===== src/rtl/uart_pkt_ctrl.sv =====
// uart_pkt_ctrl: parses SYNC/CMD/LEN/payload/CHK packets from the UART byte
// receiver, buffers the payload and holds each verified packet for the host
// until it is acknowledged. Bad length, bad checksum, framing errors and
// inter-byte timeouts abort the packet with a one-cycle error pulse.
module uart_pkt_ctrl #(
  parameter logic [7:0] SYNC_BYTE   = 8'hA5,
  parameter int         MAX_LEN     = 16,
  parameter int         TIMEOUT_CYC = 4096,
  localparam int        AW          = (MAX_LEN > 1) ? $clog2(MAX_LEN) : 1
) (
  input  logic          clk,
  input  logic          reset,
  input  logic          rx_valid,
  input  logic [7:0]    rx_data,
  input  logic          rx_ferr,
  output logic          pkt_valid,
  output logic [7:0]    pkt_cmd,
  output logic [7:0]    pkt_len,
  input  logic [AW-1:0] rd_addr,
  output logic [7:0]    rd_data,
  input  logic          pkt_ack,
  output logic          err_len,
  output logic          err_chk,
  output logic          err_frame,
  output logic          err_timeout,
  output logic [7:0]    drop_cnt
);

  localparam int TW = $clog2(TIMEOUT_CYC) + 1;

  typedef enum logic [2:0] {
    IDLE,
    CMD,
    LEN,
    DATA,
    CHK,
    HOLD
  } state_t;

  state_t        state;
  logic [7:0]    cur_cmd;
  logic [7:0]    cur_len;
  logic [7:0]    chk;
  logic [7:0]    idx;
  logic [TW-1:0] to_cnt;
  logic [7:0]    buffer [MAX_LEN];
  logic          buf_we;

  // A payload byte lands in the buffer only when it is clean and we are in DATA.
  assign buf_we  = rx_valid && !rx_ferr && (state == DATA) && !reset;
  assign rd_data = buffer[rd_addr];

  // Payload storage carries no reset so it can map onto plain memory.
  always_ff @(posedge clk) begin
    if (buf_we) begin
      buffer[idx[AW-1:0]] <= rx_data;
    end
  end

  // Packet parser, timeout supervision, hold/ack handshake and drop counting.
  always_ff @(posedge clk) begin
    if (reset) begin
      state       <= IDLE;
      cur_cmd     <= '0;
      cur_len     <= '0;
      chk         <= '0;
      idx         <= '0;
      to_cnt      <= '0;
      pkt_valid   <= 1'b0;
      pkt_cmd     <= '0;
      pkt_len     <= '0;
      err_len     <= 1'b0;
      err_chk     <= 1'b0;
      err_frame   <= 1'b0;
      err_timeout <= 1'b0;
      drop_cnt    <= '0;
    end else begin
      err_len     <= 1'b0;
      err_chk     <= 1'b0;
      err_frame   <= 1'b0;
      err_timeout <= 1'b0;
      case (state)
        IDLE: begin
          if (rx_valid && !rx_ferr && (rx_data == SYNC_BYTE)) begin
            state  <= CMD;
            to_cnt <= '0;
          end
        end
        CMD, LEN, DATA, CHK: begin
          if (rx_valid) begin
            to_cnt <= '0;
            if (rx_ferr) begin
              err_frame <= 1'b1;
              state     <= IDLE;
            end else begin
              case (state)
                CMD: begin
                  cur_cmd <= rx_data;
                  chk     <= rx_data;
                  state   <= LEN;
                end
                LEN: begin
                  chk     <= chk ^ rx_data;
                  cur_len <= rx_data;
                  idx     <= '0;
                  if (rx_data > 8'(MAX_LEN)) begin
                    err_len <= 1'b1;
                    state   <= IDLE;
                  end else if (rx_data == 8'd0) begin
                    state <= CHK;
                  end else begin
                    state <= DATA;
                  end
                end
                DATA: begin
                  chk <= chk ^ rx_data;
                  idx <= idx + 8'd1;
                  if (idx == cur_len - 8'd1) begin
                    state <= CHK;
                  end
                end
                CHK: begin
                  if (rx_data == chk) begin
                    state     <= HOLD;
                    pkt_valid <= 1'b1;
                    pkt_cmd   <= cur_cmd;
                    pkt_len   <= cur_len;
                  end else begin
                    err_chk <= 1'b1;
                    state   <= IDLE;
                  end
                end
                default: begin
                  state <= IDLE;
                end
              endcase
            end
          end else if (to_cnt == TW'(TIMEOUT_CYC - 1)) begin
            err_timeout <= 1'b1;
            state       <= IDLE;
          end else begin
            to_cnt <= to_cnt + TW'(1);
          end
        end
        HOLD: begin
          if (rx_valid && (drop_cnt != 8'hFF)) begin
            drop_cnt <= drop_cnt + 8'd1;
          end
          if (pkt_ack) begin
            state     <= IDLE;
            pkt_valid <= 1'b0;
          end
        end
        default: begin
          state <= IDLE;
        end
      endcase
    end
  end

endmodule


===== config.mk =====
export PLATFORM = sky130hd
export DESIGN_NAME = uart_pkt_ctrl
export DESIGN_NICKNAME = d
export VERILOG_FILES = /design/src/rtl/uart_pkt_ctrl.sv
export SDC_FILE = /design/constraint.sdc
export NUM_CORES = 1
export LEC_CHECK = 0
export BUFFER_PORTS_ARGS = -buffer_cell sky130_fd_sc_hd__buf_2
export CAP_MARGIN = 20
export CORE_ASPECT_RATIO = 1.25
export CORE_MARGIN = 2
export CORE_UTILIZATION = 48
export CTS_CLUSTER_SIZE = 12
export DETAILED_ROUTE_END_ITERATION = 6
export HOLD_SLACK_MARGIN = 0.08
export PLACE_DENSITY = 0.68
export SLEW_MARGIN = 10
export SYNTH_ARGS = -nofsm -noshare
export SYNTH_HDL_FRONTEND = slang
export SYNTH_SLANG_ARGS = --single-unit

===== constraint.sdc =====
create_clock -name clk -period 3 [get_ports clk]
set_input_delay 0.75 -clock clk [delete_from_list [all_inputs] [get_ports clk]]
set_output_delay 0.75 -clock clk [all_outputs]
set_load 0.05 [all_outputs]

==> results.tsv, run 1 <==
metric	value	unit
Synth Net Count	636	
Hold Path Class	flip-flop to flip-flop	
DPL Wire Length	12900	µm
I/O pin total	54	
CP Capture Type	output pin	
GRT Util Overall	20.3	%
Setup TNS Final	0	ns
Synth top area share	44.9	%
layout cells sized above 1	23.6	%
clock buffer depth	3	
die area	18900	µm²
CTS tree	built	
WP data arrival	2.20	ns
Pwr Density	589	nW/µm²
delay-heaviest family, CP	multiplexers	
P_leak	3.59	nW
Root Driver	clkbuf_16	
clock latency on the worst-skew pair	0.49	ns
Initial DRC Count	455	
RSZ-0062 raised after global routing	false	
Synth Area per Inst	14.0	µm²
CTS Sinks	205	
Post-Syn Area	8560	µm²
startpoint types	input pin	
cts hold-fix bufs	0	
CTS buffer count	21	
CP Data Required Time	2.25	ns
Sequential Area	5390	µm²
final worst path period share	98.2	%
Critical Path Max Stage Delay	0.51	ns
DP Worst Slack	-0.0832	ns
Area growth, synth to finish	17.0	%
Final min period	2.95	ns
post-layout total power	5.89	mW
DRC	0	
IO buf count	53	
crit path cell chain	buf_12 > buf_12 > mux4_2 > mux4_2 > buf_8	
die width	123	µm
Post-Layout Cell Count	941	
starting density of the core	49.1	%
Final Skew	0.0110	ns
fmax	339	MHz
Final Instance Area	10000	µm²
grt total ovfl	0	
WS Path Type	input pin to output pin	
DRT Pass-1 Iters	4	
synthesized netlist cell count	612	
nets@finish	725	
vias	5274	
register area share after synthesis	62.9	%
fill cell count	1374	
asr flop ratio synth	0	%
multi-input logic area	3010	µm²
endpoints failing setup	0	
Placer Congestion	0.816	
number of synthesized register bits	205	
dpl cells	900	
Slew Limit Headroom	49.0	%
largest net degree at the start of global routing	33	
DRT antenna net count	0	
Die Y	153	µm
core area	17400	µm²
worst setup margin	0.0528	ns
site row count	54	
count of different cell masters after synthesis	60	
worst hold slack	0.485	ns
clk slew on worst S/H paths	0.06	ns
fin util	57.4	%
Cell Area, Placed	9290	µm²
final wirelength	18600	µm
peak supply drop	0.386	mV
flop-to-flop setup slack	0.71	ns
DR WL/cell	19.8	µm
Max-cap violations	0	
Slew Viols, Final	0	
Post-synth top flop	edfxtp_1	
vias in the first global route	5378	
status	completed	
CP bufs+invs	3	
Worst-Margin Slew	0.757	ns
drt via density	5.60	
Max Fanout on Critical Path	8	
Hold Fails Final Rpt	0	
Critical-path top delay cell	mux4_2	
number of enable flip-flop cells after synthesis	128	
Yosys warnings	0	
top post-synthesis cells by area	edfxtp_1 (45%), dfxtp_1 (18%), mux4_2 (11%), nor2_1 (3.7%), mux2i_1 (2.8%)	
initial antenna violation count	1	
first-pass GRT wire length	29600	µm
H-tree depth	1	
top cell type by total area after synthesis	edfxtp_1	
-- layout make-up --
| class | count | area share [%] |
|---|---|---|
| timing repair buffer | 94 | 7.15 |
| tap | 224 | 2.80 |
| antenna | 1 | 0.0250 |
| sequential | 205 | 53.8 |
| clock buffer | 35 | 5.77 |
| clock inverter | 3 | 0.212 |
| inverter | 6 | 0.225 |
| multi-input combinational | 373 | 30.0 |
-- timing repair --
action	in CTS	in global routing
buffers inserted	0	0
cloned	2	0
setup endpoints to repair	8	3
gates resized for setup	20	2
-- state kept, by name, summed over array words and instances, names as in the netlist, 8 cells and up --
| name | count |
|---|---|
| cur_cmd | 8 |
| buffer | 128 |
| cur_len | 8 |
| chk | 8 |
| drop_cnt | 8 |
| pkt_len | 8 |
| idx | 8 |
| pkt_cmd | 8 |
| to_cnt | 13 |
-- report_power, final --
part / switching (mW) / internal (mW) / total (mW)
combinational: 0.301 / 0.226 / 0.528
clock: 0.979 / 1.31 / 2.29
sequential: 0.0473 / 3.02 / 3.07
-- worst reg2reg max path: cells and delay by family, from the launching register on --
| kind | cells | cell delay [ns] |
|---|---|---|
| flops | 1 | 0.68 |
| simple gates | 4 | 1.07 |
| compound gates | 2 | 0.44 |
-- cells in the final DEF, fill, tap and decap left out, types with 6 or more instances in the layout --
cell,netlist,final
nand2b_1,7,7
mux4_2,40,40
a22o_1,6,6
nand2_1,32,32
clkbuf_1,14,14
nor3_1,14,14
buf_2,6,44
clkbuf_16,0,21
a21oi_1,10,10
edfxtp_1,128,128
ha_1,7,7
mux2i_1,24,24
o21ai_0,23,23
nor2_1,85,85
nand3_1,10,10
buf_6,2,6
nand4_1,12,12
xnor2_1,21,21
a22oi_1,9,9
buf_4,3,37
inv_1,6,6
xor2_1,18,18
dfxtp_1,77,77
-- metal layers --
layer  vias to the layer above  GRT usage, %  wire length, µm
li1                       2491             -                -
met1                      2598          27.0             7410
met2                       156          34.7             9670
met3                        27          3.25             1230
met4                         2          4.82              292
met5                         -             0               10
-- logic make-up after synthesis --
group                    after synthesis  synth area share (%)
buffers and inverters                 34                  1.93
XOR/XNOR                              39                  3.99
multiplexers                          64                  13.3
flip-flops                           205                  62.9
AO/OA/AOI/OAI                         71                  5.85
AND/OR/NAND/NOR                      192                  10.9
adder cells (fa/ha/maj)                7                  1.02
-- path summary, 6_finish.rpt --
| check | endpoint | startpoint | depth (start not counted) |
|---|---|---|---|
| max | rd_data[3] | rd_addr[0] | 5 |
| min reg2reg | pkt_valid | pkt_valid | 2 |
| max reg2reg | state[2] | state[0] | 6 |
| min | pkt_valid | pkt_valid | 2 |
-- Yosys cell counts, types with 3 or more instances --
| master | count |
|---|---|
| o21a_1 | 3 |
| xnor2_1 | 21 |
| and3_1 | 5 |
| nand4bb_1 | 3 |
| or3_1 | 3 |
| o21ai_0 | 23 |
| nor4_1 | 3 |
| a22o_1 | 6 |
| nor3_1 | 14 |
| inv_1 | 6 |
| nand2b_1 | 7 |
| buf_2 | 6 |
| mux2i_1 | 24 |
| a21oi_1 | 10 |
| a22oi_1 | 9 |
| buf_4 | 3 |
| dfxtp_1 | 77 |
| nand3_1 | 10 |
| a31oi_1 | 3 |
| nand2_1 | 32 |
| nor2_1 | 85 |
| nor3b_1 | 3 |
| ha_1 | 7 |
| xor2_1 | 18 |
| clkbuf_1 | 14 |
| mux4_2 | 40 |
| edfxtp_1 | 128 |
| nand4_1 | 12 |
Power figures use the tool's default switching activity.
==> inputs of run 2 (changes only) <==
Settings changed: PLACE_DENSITY 0.68 to 0.65.
Clock period 3 ns to 2.9 ns, I/O delays scaled along.
==> run 2 against run 1 <==
Effect of this change: the flow now finishes with violations (negative setup slack); combinational power rose by 6.2%; sequential cell count did not move; clock-buffer cell count rose by 2; die area did not move; critical path type unchanged; largest power group unchanged.
==> results.tsv, run 2 (synthesis results as in run 1) <==
metric	value	unit	change
status	complete, but fails checks		
failing checks	negative setup slack		
Die Y	153	µm	unchanged
Cell Area, Placed	9360	µm²	+0.75%
fill cell count	1368		-0.44%
P_leak	3.66	nW	+2.1%
RSZ-0062 raised after global routing	true		
Hold Fails Final Rpt	0		unchanged
final worst path period share	101	%	
Root Driver	clkbuf_16		
largest net degree at the start of global routing	33		unchanged
Final Skew	0.0106	ns	-0.000364 ns
Initial DRC Count	470		+3.3%
DRT antenna net count	0		unchanged
grt total ovfl	0		unchanged
WS Path Type	input pin to output pin		
delay-heaviest family, CP	multiplexers		
FF-to-FF Start	state[0]		
H-tree depth	1		unchanged
CTS tree	built		
clock latency on the worst-skew pair	0.49	ns	about the same
CP Capture Type	output pin		
Final Instance Area	10200	µm²	+1.4%
initial antenna violation count	0		-1
Worst Setup SP	rd_addr[0]		
R2R Path End	state[2]		
WP data arrival	2.20	ns	about the same
Worst Reg-to-Reg Cells	6		unchanged
DP Worst Slack	-0.170	ns	-0.0872 ns
Setup TNS Final	-0.0352	ns	-0.0352 ns
Pwr Density	623	nW/µm²	+5.9%
worst setup margin	-0.0235	ns	-0.0763 ns
CTS buffer count	22		+4.8%
commonest non-fill, non-tap cells in the layout	edfxtp_1 (128), nor2_1 (85), dfxtp_1 (77), buf_2 (44)		
Critical-path top delay cell	mux4_2		
fmax	342	MHz	
Placer Congestion	0.843		+3.3%
I/O pin total	54		unchanged
Worst-Margin Slew	0.808	ns	+0.0508 ns
Antenna diodes	0		-1
layout cells sized above 1	25.0	%	+1.4 points
starting density of the core	49.1	%	unchanged
startpoint types	input pin		
Slew Limit Headroom	45.6	%	-3.4 points
Max-cap violations	0		unchanged
max reg flops	128		unchanged
Critical Path Max Stage Delay	0.52	ns	about the same
vias	5322		+0.91%
clk slew on worst S/H paths	0.06	ns	about the same
IO buf count	53		unchanged
vias in the first global route	5554		+3.3%
Slew Viols, Final	0		unchanged
Hold Path Class	input pin to flip-flop		
die area	18900	µm²	unchanged
crit path cell chain	buf_12 > buf_12 > mux4_2 > mux4_2 > buf_6		
drt via density	5.62		+0.27%
DRC	0		unchanged
die width	123	µm	unchanged
first-pass GRT wire length	31100	µm	+4.9%
nets@finish	732		+0.97%
most common cell after layout, fill and taps aside	edfxtp_1		
Critical Path Stages	5		unchanged
Final min period	2.92	ns	
Max Fanout on Critical Path	8		unchanged
peak supply drop	0.557	mV	+44%
site row count	54		unchanged
CTS Sinks	205		unchanged
fin util	58.3	%	+0.83 points
CP bufs+invs	3		unchanged
DPL Wire Length	12800	µm	-0.33%
clock buffer depth	3		unchanged
DRT Pass-1 Iters	4		unchanged
CP Data Required Time	2.17	ns	-0.08 ns
flop-to-flop setup slack	0.67	ns	-0.04 ns
DR WL/cell	20.4	µm	+3.3%
crit path to	rd_data[3]		
endpoints failing setup	5		+5
final wirelength	19400	µm	+4.0%
Area growth, synth to finish	18.7	%	
worst hold slack	0.479	ns	-0.00628 ns
GRT Util Overall	21.5	%	+1.2 points
core area	17400	µm²	unchanged
==> run 2: cell count changes in the layout (fill, tap and decap cells not counted), sizes merged <==
cell,previous run,this run
buf,94,100
diode,1,0
clkinvlp,0,1
clkinv,2,0
clkbuf,35,37
==> run 2: area by class of cell <==
type	count	area (µm²)	share of cell area (%)
inverter	6	22.5	0.222
sequential	205	5390	53.0
tap	224	280	2.76
clock buffer	37	651	6.41
clock inverter	2	18.8	0.185
timing repair buffer	100	793	7.81
multi-input combinational	373	3010	29.6
==> run 2: how the worst min path moves through the flow <==
| stage | to | start | cells after the start | slack, ns |
|---|---|---|---|---|
| 5_1_grt | err_frame | rx_ferr | 3 | 0.49 |
| 6_report | err_frame | rx_ferr | 3 | 0.48 |
| 3_5_place_dp | pkt_valid | pkt_valid | 2 | 0.47 |
| 3_3_place_gp | pkt_valid | pkt_valid | 2 | 0.47 |
| 4_1_cts | err_frame | rx_ferr | 3 | 0.46 |
| 2_1_floorplan | cur_cmd[0] | cur_cmd[0] | 2 | 0.46 |
==> run 2: metal layers <==
metal  track usage (%)  part of all wire, %  routed length [µm]
met1              27.8                   39                7540
met2              37.6                   52               10100
met3              3.28                  7.1                1370
met4              5.52                  1.7                 325
met5                 0                    0                   0
==> run 2: through the flow <==
step	std cells	power, mW
finish	947	6.33
global route	947	6.56
CTS	947	6.39
detailed placement	906	3.77
global placement	906	3.75
floorplan	612	3.62
==> run 2: tightest hold or removal path, delay by kind of cell <==
kind,cells,cell delay [ns]
AND/OR/NAND/NOR,2,0.09
buffers and inverters,1,0.11
==> run 2: power breakdown <==
part	total (mW)	leakage, nW	switching [mW]	internal, mW
sequential	3.18	1.77	0.0477	3.13
clock	2.59	0.324	1.07	1.53
combinational	0.561	1.57	0.318	0.243
==> run 2: repair_timing <==
item / 4_1_cts / 5_1_grt
setup endpoints to repair: 8 / 8
hold buffers: 0 / 0
cloned: 2 / 0
buffers inserted: 0 / 0
gates resized for setup: 23 / 1
